[config.mk]
export PLATFORM = sky130hd
export DESIGN_NAME = uart_tx_serializer_flat
export DESIGN_NICKNAME = d
export VERILOG_FILES = /design/src/rtl/uart_tx_serializer_if.sv /design/src/rtl/uart_tx_serializer.sv /design/src/flat_wrapper.sv
export SDC_FILE = /design/constraint.sdc
export NUM_CORES = 1
export LEC_CHECK = 0
export ABC_AREA = 1
export CORE_AREA = 2 2 50 52
export DETAILED_ROUTE_END_ITERATION = 16
export DIE_AREA = 0 0 52 54
export PLACE_DENSITY = 0.78
export SYNTH_ARGS = -nofsm -noshare
export SYNTH_HDL_FRONTEND = slang
export SYNTH_SLANG_ARGS = --single-unit
[constraint.sdc]
create_clock -name clk -period 1.65 [get_ports clk]
set_clock_uncertainty 0.1 [all_clocks]
set_input_delay 0.2475 -clock clk [delete_from_list [all_inputs] [get_ports clk]]
set_output_delay 0.2475 -clock clk [all_outputs]
set_load 0.05 [all_outputs]
[src/rtl/uart_tx_serializer_if.sv]
// Handshake bundle between the transmit FIFO side and the UART serializer.
//   tx_start     : request to send din (producer -> serializer)
//   din          : word to transmit (producer -> serializer)
//   tx_ready     : serializer idle and able to accept a word
//   tx_done_tick : one-clk pulse on the final stop tick of a frame
interface uart_tx_serializer_if #(
  parameter int DBIT = 8
);
  logic            tx_start;
  logic [DBIT-1:0] din;
  logic            tx_ready;
  logic            tx_done_tick;

  modport master (output tx_start, din, input tx_ready, tx_done_tick);
  modport slave  (input tx_start, din, output tx_ready, tx_done_tick);
endinterface

[src/rtl/uart_tx_serializer.sv]
// Tick-driven UART transmitter. Shifts one word out LSB-first as
// start bit, DBIT data bits, optional parity bit and SB_TICK ticks of stop,
// each start/data/parity bit lasting 16 s_tick pulses.
//   clk    : system clock
//   reset  : asynchronous, active-high
//   s_tick : one-clk pulse at 16x the baud rate
//   bus    : tx_start/din in, tx_ready/tx_done_tick out
//   tx     : registered serial line, idle high
//
// state | meaning
// IDLE  | line high, waiting for tx_start
// START | driving start bit (0) for 16 ticks
// DATA  | driving b_q[0], shifting every 16 ticks
// PAR   | driving parity bit for 16 ticks
// STOP  | line high for SB_TICK ticks
module uart_tx_serializer #(
  parameter int DBIT    = 8,
  parameter int SB_TICK = 16,
  parameter int PARITY  = 0
) (
  input  logic                  clk,
  input  logic                  reset,
  input  logic                  s_tick,
  uart_tx_serializer_if.slave   bus,
  output logic                  tx
);
  localparam int SW = (SB_TICK > 16) ? 5 : 4;
  localparam int NW = (DBIT > 1) ? $clog2(DBIT) : 1;
  localparam logic [SW-1:0] BIT_LAST  = SW'(15);
  localparam logic [SW-1:0] STOP_LAST = SW'(SB_TICK - 1);
  localparam logic [NW-1:0] N_LAST    = NW'(DBIT - 1);

  typedef enum logic [2:0] {IDLE, START, DATA, PAR, STOP} state_t;

  state_t          state_q, state_d;
  logic [SW-1:0]   s_cnt_q, s_cnt_d;
  logic [NW-1:0]   n_cnt_q, n_cnt_d;
  logic [DBIT-1:0] b_q, b_d;
  logic            p_q, p_d;
  logic            tx_q, tx_d;
  logic            ready_q, ready_d;

  always_comb begin
    state_d = state_q;
    s_cnt_d = s_cnt_q;
    n_cnt_d = n_cnt_q;
    b_d     = b_q;
    p_d     = p_q;
    case (state_q)
      IDLE: begin
        if (bus.tx_start) begin
          b_d     = bus.din;
          s_cnt_d = '0;
          p_d     = 1'b0;
          state_d = START;
        end
      end
      START: begin
        if (s_tick) begin
          if (s_cnt_q == BIT_LAST) begin
            s_cnt_d = '0;
            n_cnt_d = '0;
            state_d = DATA;
          end else begin
            s_cnt_d = s_cnt_q + SW'(1);
          end
        end
      end
      DATA: begin
        if (s_tick) begin
          if (s_cnt_q == BIT_LAST) begin
            s_cnt_d = '0;
            p_d     = p_q ^ b_q[0];
            b_d     = b_q >> 1;
            if (n_cnt_q == N_LAST) begin
              state_d = (PARITY != 0) ? PAR : STOP;
            end else begin
              n_cnt_d = n_cnt_q + NW'(1);
            end
          end else begin
            s_cnt_d = s_cnt_q + SW'(1);
          end
        end
      end
      PAR: begin
        if (s_tick) begin
          if (s_cnt_q == BIT_LAST) begin
            s_cnt_d = '0;
            state_d = STOP;
          end else begin
            s_cnt_d = s_cnt_q + SW'(1);
          end
        end
      end
      STOP: begin
        if (s_tick) begin
          if (s_cnt_q == STOP_LAST) begin
            s_cnt_d = '0;
            state_d = IDLE;
          end else begin
            s_cnt_d = s_cnt_q + SW'(1);
          end
        end
      end
      default: state_d = IDLE;
    endcase

    // The line level is derived from the next state so that tx moves on the
    // same edge as the state change, i.e. right after the 16th tick of a bit.
    tx_d = 1'b1;
    case (state_d)
      START:   tx_d = 1'b0;
      DATA:    tx_d = b_d[0];
      PAR:     tx_d = (PARITY == 2) ? ~p_d : p_d;
      default: tx_d = 1'b1;
    endcase
    ready_d = (state_d == IDLE);
  end

  always_ff @(posedge clk or posedge reset) begin
    if (reset) begin
      state_q <= IDLE;
      s_cnt_q <= '0;
      n_cnt_q <= '0;
      b_q     <= '0;
      p_q     <= 1'b0;
      tx_q    <= 1'b1;
      ready_q <= 1'b1;
    end else begin
      state_q <= state_d;
      s_cnt_q <= s_cnt_d;
      n_cnt_q <= n_cnt_d;
      b_q     <= b_d;
      p_q     <= p_d;
      tx_q    <= tx_d;
      ready_q <= ready_d;
    end
  end

  // Done must coincide with the final stop tick itself, so it is decoded
  // from registered state and the live tick rather than registered again.
  assign bus.tx_done_tick = (state_q == STOP) && s_tick && (s_cnt_q == STOP_LAST);
  assign bus.tx_ready     = ready_q;
  assign tx               = tx_q;
endmodule

[src/flat_wrapper.sv]
// flat-port wrapper written by rule: the top's interface ports become plain ports
module uart_tx_serializer_flat 
#(
  parameter int DBIT    = 8,
  parameter int SB_TICK = 16,
  parameter int PARITY  = 0
)
  (clk, reset, s_tick, tx, bus_tx_start, bus_din, bus_tx_ready, bus_tx_done_tick);
  uart_tx_serializer_if #(.DBIT(DBIT)) bus_i ();
  input  logic clk;
  input  logic reset;
  input  logic s_tick;
  output logic tx;
  input wire logic [$bits(bus_i.tx_start)-1:0] bus_tx_start;
  input wire logic [$bits(bus_i.din)-1:0] bus_din;
  output wire logic [$bits(bus_i.tx_ready)-1:0] bus_tx_ready;
  output wire logic [$bits(bus_i.tx_done_tick)-1:0] bus_tx_done_tick;
  assign bus_i.tx_start = bus_tx_start;
  assign bus_i.din = bus_din;
  assign bus_tx_ready = bus_i.tx_ready;
  assign bus_tx_done_tick = bus_i.tx_done_tick;
  uart_tx_serializer #(.DBIT(DBIT), .SB_TICK(SB_TICK), .PARITY(PARITY)) u_core (.clk(clk), .reset(reset), .s_tick(s_tick), .bus(bus_i), .tx(tx));
endmodule
==> results of run 1 <==
==> state kept, by name, indices dropped and copies added (netlist names) <==
register,flops
u_core.p_q,1
u_core.b_q,8
u_core.n_cnt_q,3
u_core.tx,1
u_core.s_cnt_q,4
u_core.state_q,3
u_core.bus.tx_ready,1
==> per-layer routing <==
metal,routed length [um],part of all wire (%),vias to the layer above
li1,-,-,488
met1,936,44,446
met2,1107,52,25
met3,81,3.8,4
met4,21,0.98,0
met5,0,0,-
==> worst max-delay path, delay by kind of cell (launching register included) <==
family        cells  cell delay, ns
fa+ha+maj         1            0.16
flops             1            0.41
simple gates      2            0.28
buf+inv           1            0.15
==> final cells by class <==
type                    count  area share (%)
clock buffers               4           1.734
inverters                  23           5.863
multi-input cells          87           38.15
flip-flops and latches     21           34.85
well taps                  30           2.477
repair buffers             25           16.93
==> through the flow <==
| step | hold WS (ns) | area, um^2 | setup WS (ns) | instances |
|---|---|---|---|---|
| 2_1_floorplan | 0.1225 | 1135 | 0.1093 | 131 |
| 3_3_place_gp | 0.3728 | 1365 | -0.02184 | 178 |
| 3_5_place_dp | 0.3781 | 1365 | -0.05622 | 178 |
| 4_1_cts | 0.1761 | 1441 | -0.02960 | 187 |
| 5_1_grt | 0.1841 | 1515 | -0.05668 | 190 |
| 6_report | 0.1811 | 1515 | 0.01476 | 190 |
==> power by group through the flow <==
stage          Clock, mW  Combinational [mW]  Sequential [mW]
2_1_floorplan          0               0.463            0.887
3_3_place_gp           0               0.720            0.843
3_5_place_dp           0               0.748            0.855
4_1_cts            0.240               0.828            0.849
5_1_grt            0.253                1.02            0.887
6_report           0.225               0.919            0.864
==> timing repair <==
action	4_1_cts	5_1_grt
pin swaps	3	7
endpoints found under the setup margin	1	12
cloned	0	0
buffers inserted	5	3
gates resized for setup	2	12
==> cell families after synthesis <==
family	share of synthesized area [%]
xor gates and xnor gates	0.7736
and+or+nand+nor	29.72
DFF	46.63
AOI/OAI and AO/OA	11.71
buffers and inverters	7.846
adders and majority gates	3.315
==> Yosys cell counts, types with 2 or more instances <==
cell | instances | share of area (%)
sky130_fd_sc_hd__o21ai_2 | 3 | 2.3
sky130_fd_sc_hd__o221ai_1 | 5 | 3.9
sky130_fd_sc_hd__dfrtp_1 | 19 | 42
sky130_fd_sc_hd__nand2_2 | 6 | 3.3
sky130_fd_sc_hd__inv_1 | 20 | 6.6
sky130_fd_sc_hd__nand3_2 | 3 | 2.7
sky130_fd_sc_hd__nand3_1 | 8 | 3.5
sky130_fd_sc_hd__dfstp_2 | 2 | 4.6
sky130_fd_sc_hd__nor2_1 | 4 | 1.3
sky130_fd_sc_hd__ha_1 | 3 | 3.3
sky130_fd_sc_hd__nor2_4 | 2 | 2.0
sky130_fd_sc_hd__o21ai_1 | 4 | 1.8
sky130_fd_sc_hd__inv_2 | 2 | 0.66
sky130_fd_sc_hd__o21ai_0 | 4 | 1.8
sky130_fd_sc_hd__nor2_2 | 2 | 1.1
sky130_fd_sc_hd__nand2_1 | 33 | 11
sky130_fd_sc_hd__nand4_1 | 3 | 1.7
==> final timing paths <==
path	startpoint	end	slack, ns
min reg2reg	u_core.n_cnt_q[0]	u_core.n_cnt_q[0]	0.39
max	u_core.s_cnt_q[1]	bus_tx_done_tick	0.01
max reg2reg	u_core.s_cnt_q[1]	u_core.n_cnt_q[0]	0.05
min in group clk	u_core.n_cnt_q[0]	u_core.n_cnt_q[0]	0.39
min	reset	u_core.b_q[4]	0.18
max in group asynchronous	reset	u_core.tx	1.00
==> cell usage in the layout, fill, tap and decap left out, types with 3 or more instances in the layout <==
master | synthesis | routed
sky130_fd_sc_hd__nand2_2 | 6 | 9
sky130_fd_sc_hd__buf_4 | 0 | 10
sky130_fd_sc_hd__dfrtp_1 | 19 | 19
sky130_fd_sc_hd__inv_1 | 20 | 18
sky130_fd_sc_hd__o21ai_0 | 4 | 4
sky130_fd_sc_hd__o221ai_2 | 0 | 4
sky130_fd_sc_hd__o21ai_1 | 4 | 4
sky130_fd_sc_hd__clkdlybuf4s50_1 | 0 | 11
sky130_fd_sc_hd__nor2_2 | 2 | 3
sky130_fd_sc_hd__clkbuf_4 | 0 | 3
sky130_fd_sc_hd__nand4_1 | 3 | 3
sky130_fd_sc_hd__nand3_1 | 8 | 8
sky130_fd_sc_hd__nor2_1 | 4 | 3
sky130_fd_sc_hd__buf_12 | 0 | 3
sky130_fd_sc_hd__inv_2 | 2 | 4
sky130_fd_sc_hd__nand2_1 | 33 | 30
==> results by stage, run 1 <==
Routing:
- After detailed routing, the number of vias per cell comes to between 5 and 6.
- The detailed-route wire length per cell is 11.29 um.
- After detailed routing, the total wire length is 2.146 mm.
- The first detailed-routing pass ran for 4 iterations.
- The number of nets with antenna violations after detailed routing is 0.
- For this run, design rule violations remaining after detail routing come to 0.
- The total vias in the final route is 963.
- In this run, the number of DRC markers left after iteration 0 of detailed routing was 11.

Synthesis:
- The total nets after synthesis is 146.
- In the synthesized netlist, the number of instances is approximately 130.
- Of all flip-flops after synthesis, the portion carrying an async set or reset was between 90% and 100%.
- The top flip-flop cell by instance count after synthesis is sky130_fd_sc_hd__dfrtp_1.
- The Yosys step of the flow raised 0 warnings.
- The average cell area after synthesis is 8.644 um^2.
- The post-synthesis sequential area ratio is between 40% and 50%.
- In this run, distinct cell masters in the synthesized netlist total 25.
- The netlist area before placement is 1132 um^2.
- The number of flops mapped to enable cells by yosys is 0.
- Counting flops and latches in the post-synthesis netlist gives 21.

Clock network:
- After clock tree synthesis, the clock-pin slew on the worst setup and hold paths is 0.10 ns.
- The count of hold buffers inserted by post-cts repair is 0.
- The CTS tree is done.
- In this run the deepest clock path goes through 2 buffers.
- In this run, CTS created clock tree buffers numbering 3.
- The cell chosen for the clock root is sky130_fd_sc_hd__clkbuf_4.
- The worst-skew pair later-pin latency is 0.29 ns.
- The clock sink total is 21.
- CTS built an H-tree with a depth of 1.

Global routing:
- The number of global-route vias before repair is 918.
- The number of antenna violations at the first check in global routing is 0.
- For met1 alone, demand over resource in global routing was 19.75%.
- For this run, global-route usage on met2 was measured as 32.70%.
- Summed over all layers, the global routing overflow is 0.
- Across every metal layer, demand over resource in global routing totals ~18%.
- The first global-routing pass estimated around 3.6 mm of wire.
- The global routing stage identified its most utilized layer as met2.
- The largest net degree at the start of global routing is 22.
- In the global route stage, met3 resource usage came out at 2.500%.

Timing:
- The actual slew at the worst max-slew pin is 0.2751 ns.
- The total negative setup slack is 0 ns.
- The shortest clock period the worst path allows after layout is between 1.5 and 2 ns.
- The number of failing hold endpoints at the final stage came to 0.
- The worst pin sits at a relative slew slack of roughly 82%.
- Setup repair after global routing could not meet its margin everywhere.
- The final number of max-transition violations came to 0.
- The total setup violations reported at the end of the flow is 0.
- The maximum frequency from static timing analysis is 611.5 MHz.
- After layout, the worst path uses between 90% and 100% of the clock period.

Layout:
- The final layout contains 176 nets.
- The register area is 528.0 um^2.
- The number of fill cells in the layout is 188.
- The share of cells above drive strength 1 is 31.87%.
- The end-of-flow core utilization is 65.32%.
- The antenna diode count is 0.
- Summing all multi-input logic gate instances after layout gives 578.1 um^2.
- Relative to the synthesized area, the layout overhead comes to 33.81%.

Min path:
- The tightest min-delay check is of the in -> async type.

Critical path:
- The type of origin of the critical path is a flop.
- The slowest cell on the critical path is sky130_fd_sc_hd__dfrtp_1.
- For the worst setup path, the data arrival time is about 1.3 ns.
- STA classifies the critical path endpoint as an output pin.
- The largest stage delay on the critical path is between 0.4 and 0.5 ns.
- The maximum fanout along the worst path is 2.
- STA puts the critical path data required time at around 1.3 ns.
- The number of cells on the worst reg-to-reg path is 9.
- The signal on the critical path passes through ha_4 > nand4_1 > nor2_2 > buf_12.
- The type of the worst setup path is reg -> out.

Placed design:
- The weighted congestion at the end of routability-driven global placement is between 0.7 and 0.8.
- The port buffer count is 14.
- The wire-length estimate of the detail-placed layout is 1.644 mm.

Floorplanning:
- The x dimension of the die is 52 um.
- The initial utilization of the core area, before any placement, comes to 48.81%.
- The die height is about 54 um.
- The floorplan step defined a core boundary enclosing approximately 2300 um^2.
- The boundary pin count is 15.
- The total die area is 2808 um^2.
- The floorplan has 18 rows.

Pwr:
- The power per cell area is 1325 nW/um^2.
- Combinational cells account for 45.8% of the total power.
- In this run the static leakage power is 0.7352 nW.
- Total power for the finished layout comes to 2.008 mW.
- Registers are responsible for a little over two fifths of the overall power.
- In this run switching power makes up 38.61% of total power.
- The net load switching power is 0.7752 mW.
- The maximum resistive drop on vdd is 0.0008415 V.
- The internal power summed over all cells is between 1 and 1.5 mW.
- Of the total power, the clock network draws 11.2%.

Flow run:
- The number of violations of the max-capacitance limit is 0.

Outcome:
- The run finished with clean final reports.
No activity file was read; power rests on OpenSTA's default activity.
==> run 2: changes to the inputs <==
--- a/config.mk
+++ b/config.mk
@@ -6,10 +6,12 @@
 export NUM_CORES = 1
 export LEC_CHECK = 0
 export ABC_AREA = 1
-export CORE_AREA = 2 2 50 52
+export CORE_AREA = 2 2 71 73
 export DETAILED_ROUTE_END_ITERATION = 16
-export DIE_AREA = 0 0 52 54
-export PLACE_DENSITY = 0.78
+export DIE_AREA = 0 0 73 75
+export GPL_ROUTABILITY_DRIVEN = 0
+export PLACE_DENSITY = 0.45
+export SKIP_CTS_REPAIR_TIMING = 1
 export SYNTH_ARGS = -nofsm -noshare
 export SYNTH_HDL_FRONTEND = slang
 export SYNTH_SLANG_ARGS = --single-unit
==> run 2 against run 1 <==
Die area grew 95%; critical path depth unchanged; the run now ends with negative setup slack left; non-clock buffer count down 2.
==> results by stage, run 2 (synthesis results as in run 1) <==
Timing:
- The share of the clock period used by the worst path after layout is 102.1% (was 99.11%).
- The total negative setup slack is -0.03483 ns (was 0 ns).
- The smallest setup slack after layout is -0.03483 ns (was 0.01476 ns).
- The final number of max-transition violations came to 0 (unchanged).
- The maximum frequency from static timing analysis is 593.5 MHz (was 611.5 MHz).
- The actual slew at the worst max-slew pin is 0.2611 ns (was 0.2751 ns).
- The worst slew slack as a fraction of its limit is 82.48% (was 81.66%).
- Unrepaired setup endpoints after global routing: true (unchanged).
- The worst hold slack came to 0.2176 ns (was 0.1811 ns).
- The number of failing hold endpoints at the final stage was 0 (unchanged).
- The shortest clock period the worst path allows after layout was 1.685 ns (was 1.635 ns).
- The total setup violations reported at the end of the flow came to 1 (was 0).

Min path:
- The class of the tightest hold or removal check is in -> async (unchanged).

Routing:
- The number of DRC markers after the initial detailed-route iteration is 38 (was 11).
- The total wire length after detailed routing is 2.290 mm (was 2.146 mm).
- The remaining design rule violation count was 0 (unchanged).
- The mean number of vias per cell is 4.448 (was 5.068).
- The number of nets with antenna violations after detailed routing was 0 (unchanged).
- The detailed-route wire length per cell was 10.80 um (was 11.29 um).
- The detailed-router iteration count before antenna repair is 4 (unchanged).
- The total vias in the final route is 943 (was 963).

Critical path:
- The maximum fanout along the worst path is 4 (was 2).
- The worst reg2reg path startpoint is u_core.s_cnt_q[0] (was u_core.s_cnt_q[1]).
- The type of origin of the critical path is a flop (unchanged).
- The worst setup path startpoint is u_core.s_cnt_q[0] (was u_core.s_cnt_q[1]).
- The required time reported for the critical path endpoint is 1.30 ns (about the same).
- The end point of the critical path is bus_tx_done_tick (unchanged).
- The end of the worst register-to-register path is u_core.bus.tx_ready (was u_core.n_cnt_q[0]).
- The type of the worst setup path is reg -> out (unchanged).
- The reg-to-reg setup timing slack is 0.07 ns (was 0.05 ns).
- The number of cells on the worst reg-to-reg path was 6 (was 9).
- The data arrival time at the worst-slack endpoint is 1.34 ns (was 1.29 ns).
- The kind of capture point of the worst setup path is an output pin (unchanged).

Pwr:
- The cell leakage power was 0.7263 nW (was 0.7352 nW).
- The maximum resistive drop on vdd is 0.0003210 V (was 0.0008415 V).
- The power per cell area is 1339 nW/um^2 (was 1325 nW/um^2).
- The total power of the final layout was 2.017 mW (was 2.008 mW).

Global routing:
- The number of antenna violations at the first check in global routing was 0 (unchanged).
- The largest net degree at the start of global routing came to 22 (unchanged).
- The overall overflow remaining after global route is 0 (unchanged).
- The global router's overall resource usage is 9.037% (was 17.53%).
- The number of global-route vias before repair was 862 (was 918).
- The first-pass GRT wire length came to 3.912 mm (was 3.629 mm).

Layout:
- The number of non-filler instances in the completed layout is 212 (was 190).
- The final design area excluding fillers is 1506 um^2 (was 1515 um^2).
- The antenna diode count came to 0 (unchanged).
- The final net count came to 174 (was 176).
- The leading cell type in the layout, fill and taps excluded is sky130_fd_sc_hd__nand2_1 (unchanged).
- The end-of-flow core utilization came to 32.32% (was 65.32%).
- The share of cells above drive strength 1 is 26.58% (was 31.87%).
- The flip-flop count of the largest register after layout was 8 (unchanged).
- The register with the most flip-flops is u_core.b_q (unchanged).
- Largest registers: u_core.b_q: 8 flops, u_core.s_cnt_q: 4 flops (unchanged).
- The area added between synthesis and finish is 33.04% (was 33.81%).
- Most frequent cells in the layout: 32 x sky130_fd_sc_hd__nand2_1, 20 x sky130_fd_sc_hd__inv_1, 19 x sky130_fd_sc_hd__dfrtp_1, 11 x sky130_fd_sc_hd__clkdlybuf4s50_1, 9 x sky130_fd_sc_hd__buf_4 (was 30 x sky130_fd_sc_hd__nand2_1, 19 x sky130_fd_sc_hd__dfrtp_1, 18 x sky130_fd_sc_hd__inv_1, 11 x sky130_fd_sc_hd__clkdlybuf4s50_1, 10 x sky130_fd_sc_hd__buf_4).

Floorplanning:
- The effective utilization at floorplan is 24.30% (was 48.81%).
- The count of standard-cell rows is 25 (was 18).
- The die height is 75 um (was 54 um).
- The boundary pin count is 15 (unchanged).
- The x dimension of the die is 73 um (was 52 um).
- The total die area was 5475 um^2 (was 2808 um^2).
- The area of the core is 4661 um^2 (was 2320 um^2).

Clock network:
- The clock sink total came to 21 (unchanged).
- The worst-skew pair later-pin latency is 0.25 ns (was 0.29 ns).
- The worst-case clock buffer depth is 2 (unchanged).
- The clock slew seen by the registers of the worst setup and hold paths is 0.07 ns (was 0.10 ns).
- The CTS tree is done (unchanged).
- The number of H-tree levels is 1 (unchanged).
- The total clock buffers created by CTS is 3 (unchanged).
- The cell chosen for the clock root is sky130_fd_sc_hd__clkbuf_8 (was sky130_fd_sc_hd__clkbuf_4).

Placed design:
- The area after detailed placement came to 1403 um^2 (was 1365 um^2).
- The pre-CTS setup slack is -0.06668 ns (was -0.05622 ns).
- The cell count after placement is 203 (was 178).
- The port buffer count is 14 (unchanged).
- The detailed placer's ending HPWL is 1.710 mm (was 1.644 mm).

Flow run:
- The number of violations of the max-capacitance limit is 0 (unchanged).

Outcome:
- The checks that failed: negative setup slack.
- Result of the run: finished, violations left (was complete, no violations).
## run 2: changes by cell type in the layout (fill, tap and decap cells not counted), moves of 2 or more
| cell | previous run | this run |
|---|---|---|
| sky130_fd_sc_hd__clkbuf_8 | 0 | 3 |
| sky130_fd_sc_hd__inv_2 | 4 | 2 |
| sky130_fd_sc_hd__inv_1 | 18 | 20 |
| sky130_fd_sc_hd__o221ai_2 | 4 | 1 |
| sky130_fd_sc_hd__nand2_1 | 30 | 32 |
| sky130_fd_sc_hd__clkbuf_4 | 3 | 0 |
| sky130_fd_sc_hd__o221ai_1 | 1 | 4 |
| sky130_fd_sc_hd__nand2_2 | 9 | 7 |
## run 2: where the power goes
group          switching [mW]  leakage (nW)  internal [mW]  total, mW
Sequential              0.139         0.262          0.715      0.853
Clock                   0.153        0.0228          0.171      0.325
Combinational           0.461         0.442          0.378      0.839
## run 2: critical path, cell delays in order, from the launching register on
cell	delay [ns]
sky130_fd_sc_hd__dfrtp_1	0.42
sky130_fd_sc_hd__ha_4	0.18
sky130_fd_sc_hd__nand4_1	0.15
sky130_fd_sc_hd__nor2_2	0.19
sky130_fd_sc_hd__buf_12	0.15
## run 2: worst min-delay path by stage
stage / from / to / slack [ns] / depth (start not counted)
global placement: u_core.n_cnt_q[1] / u_core.n_cnt_q[1] / 0.38 / 2
global route: reset / u_core.state_q[2] / 0.26 / 3
CTS: reset / u_core.b_q[7] / 0.23 / 3
floorplan: reset / u_core.b_q[0] / 0.12 / 1
finish: reset / u_core.b_q[7] / 0.22 / 3
detailed placement: u_core.n_cnt_q[2] / u_core.n_cnt_q[2] / 0.39 / 2
## run 2: area by class of cell
| type | instances | area [um^2] |
|---|---|---|
| sequential | 21 | 528.0 |
| timing repair buffer | 23 | 237.7 |
| clock buffer | 4 | 45.04 |
| tap | 54 | 67.56 |
| multi-input combinational | 87 | 539.3 |
| inverter | 23 | 88.84 |
| fill | 488 | 3154 |
## run 2: per-layer routing
layer | share of wire [%] | vias up | wire length (um) | GRT usage (%)
met1 | 48 | 436 | 1102 | 12.49
met2 | 47 | 26 | 1069 | 14.31
met3 | 4.5 | 2 | 102 | 1.606
li1 | - | 479 | - | -
met4 | 0.66 | 0 | 15 | 3.086
met5 | 0 | - | 0 | 0
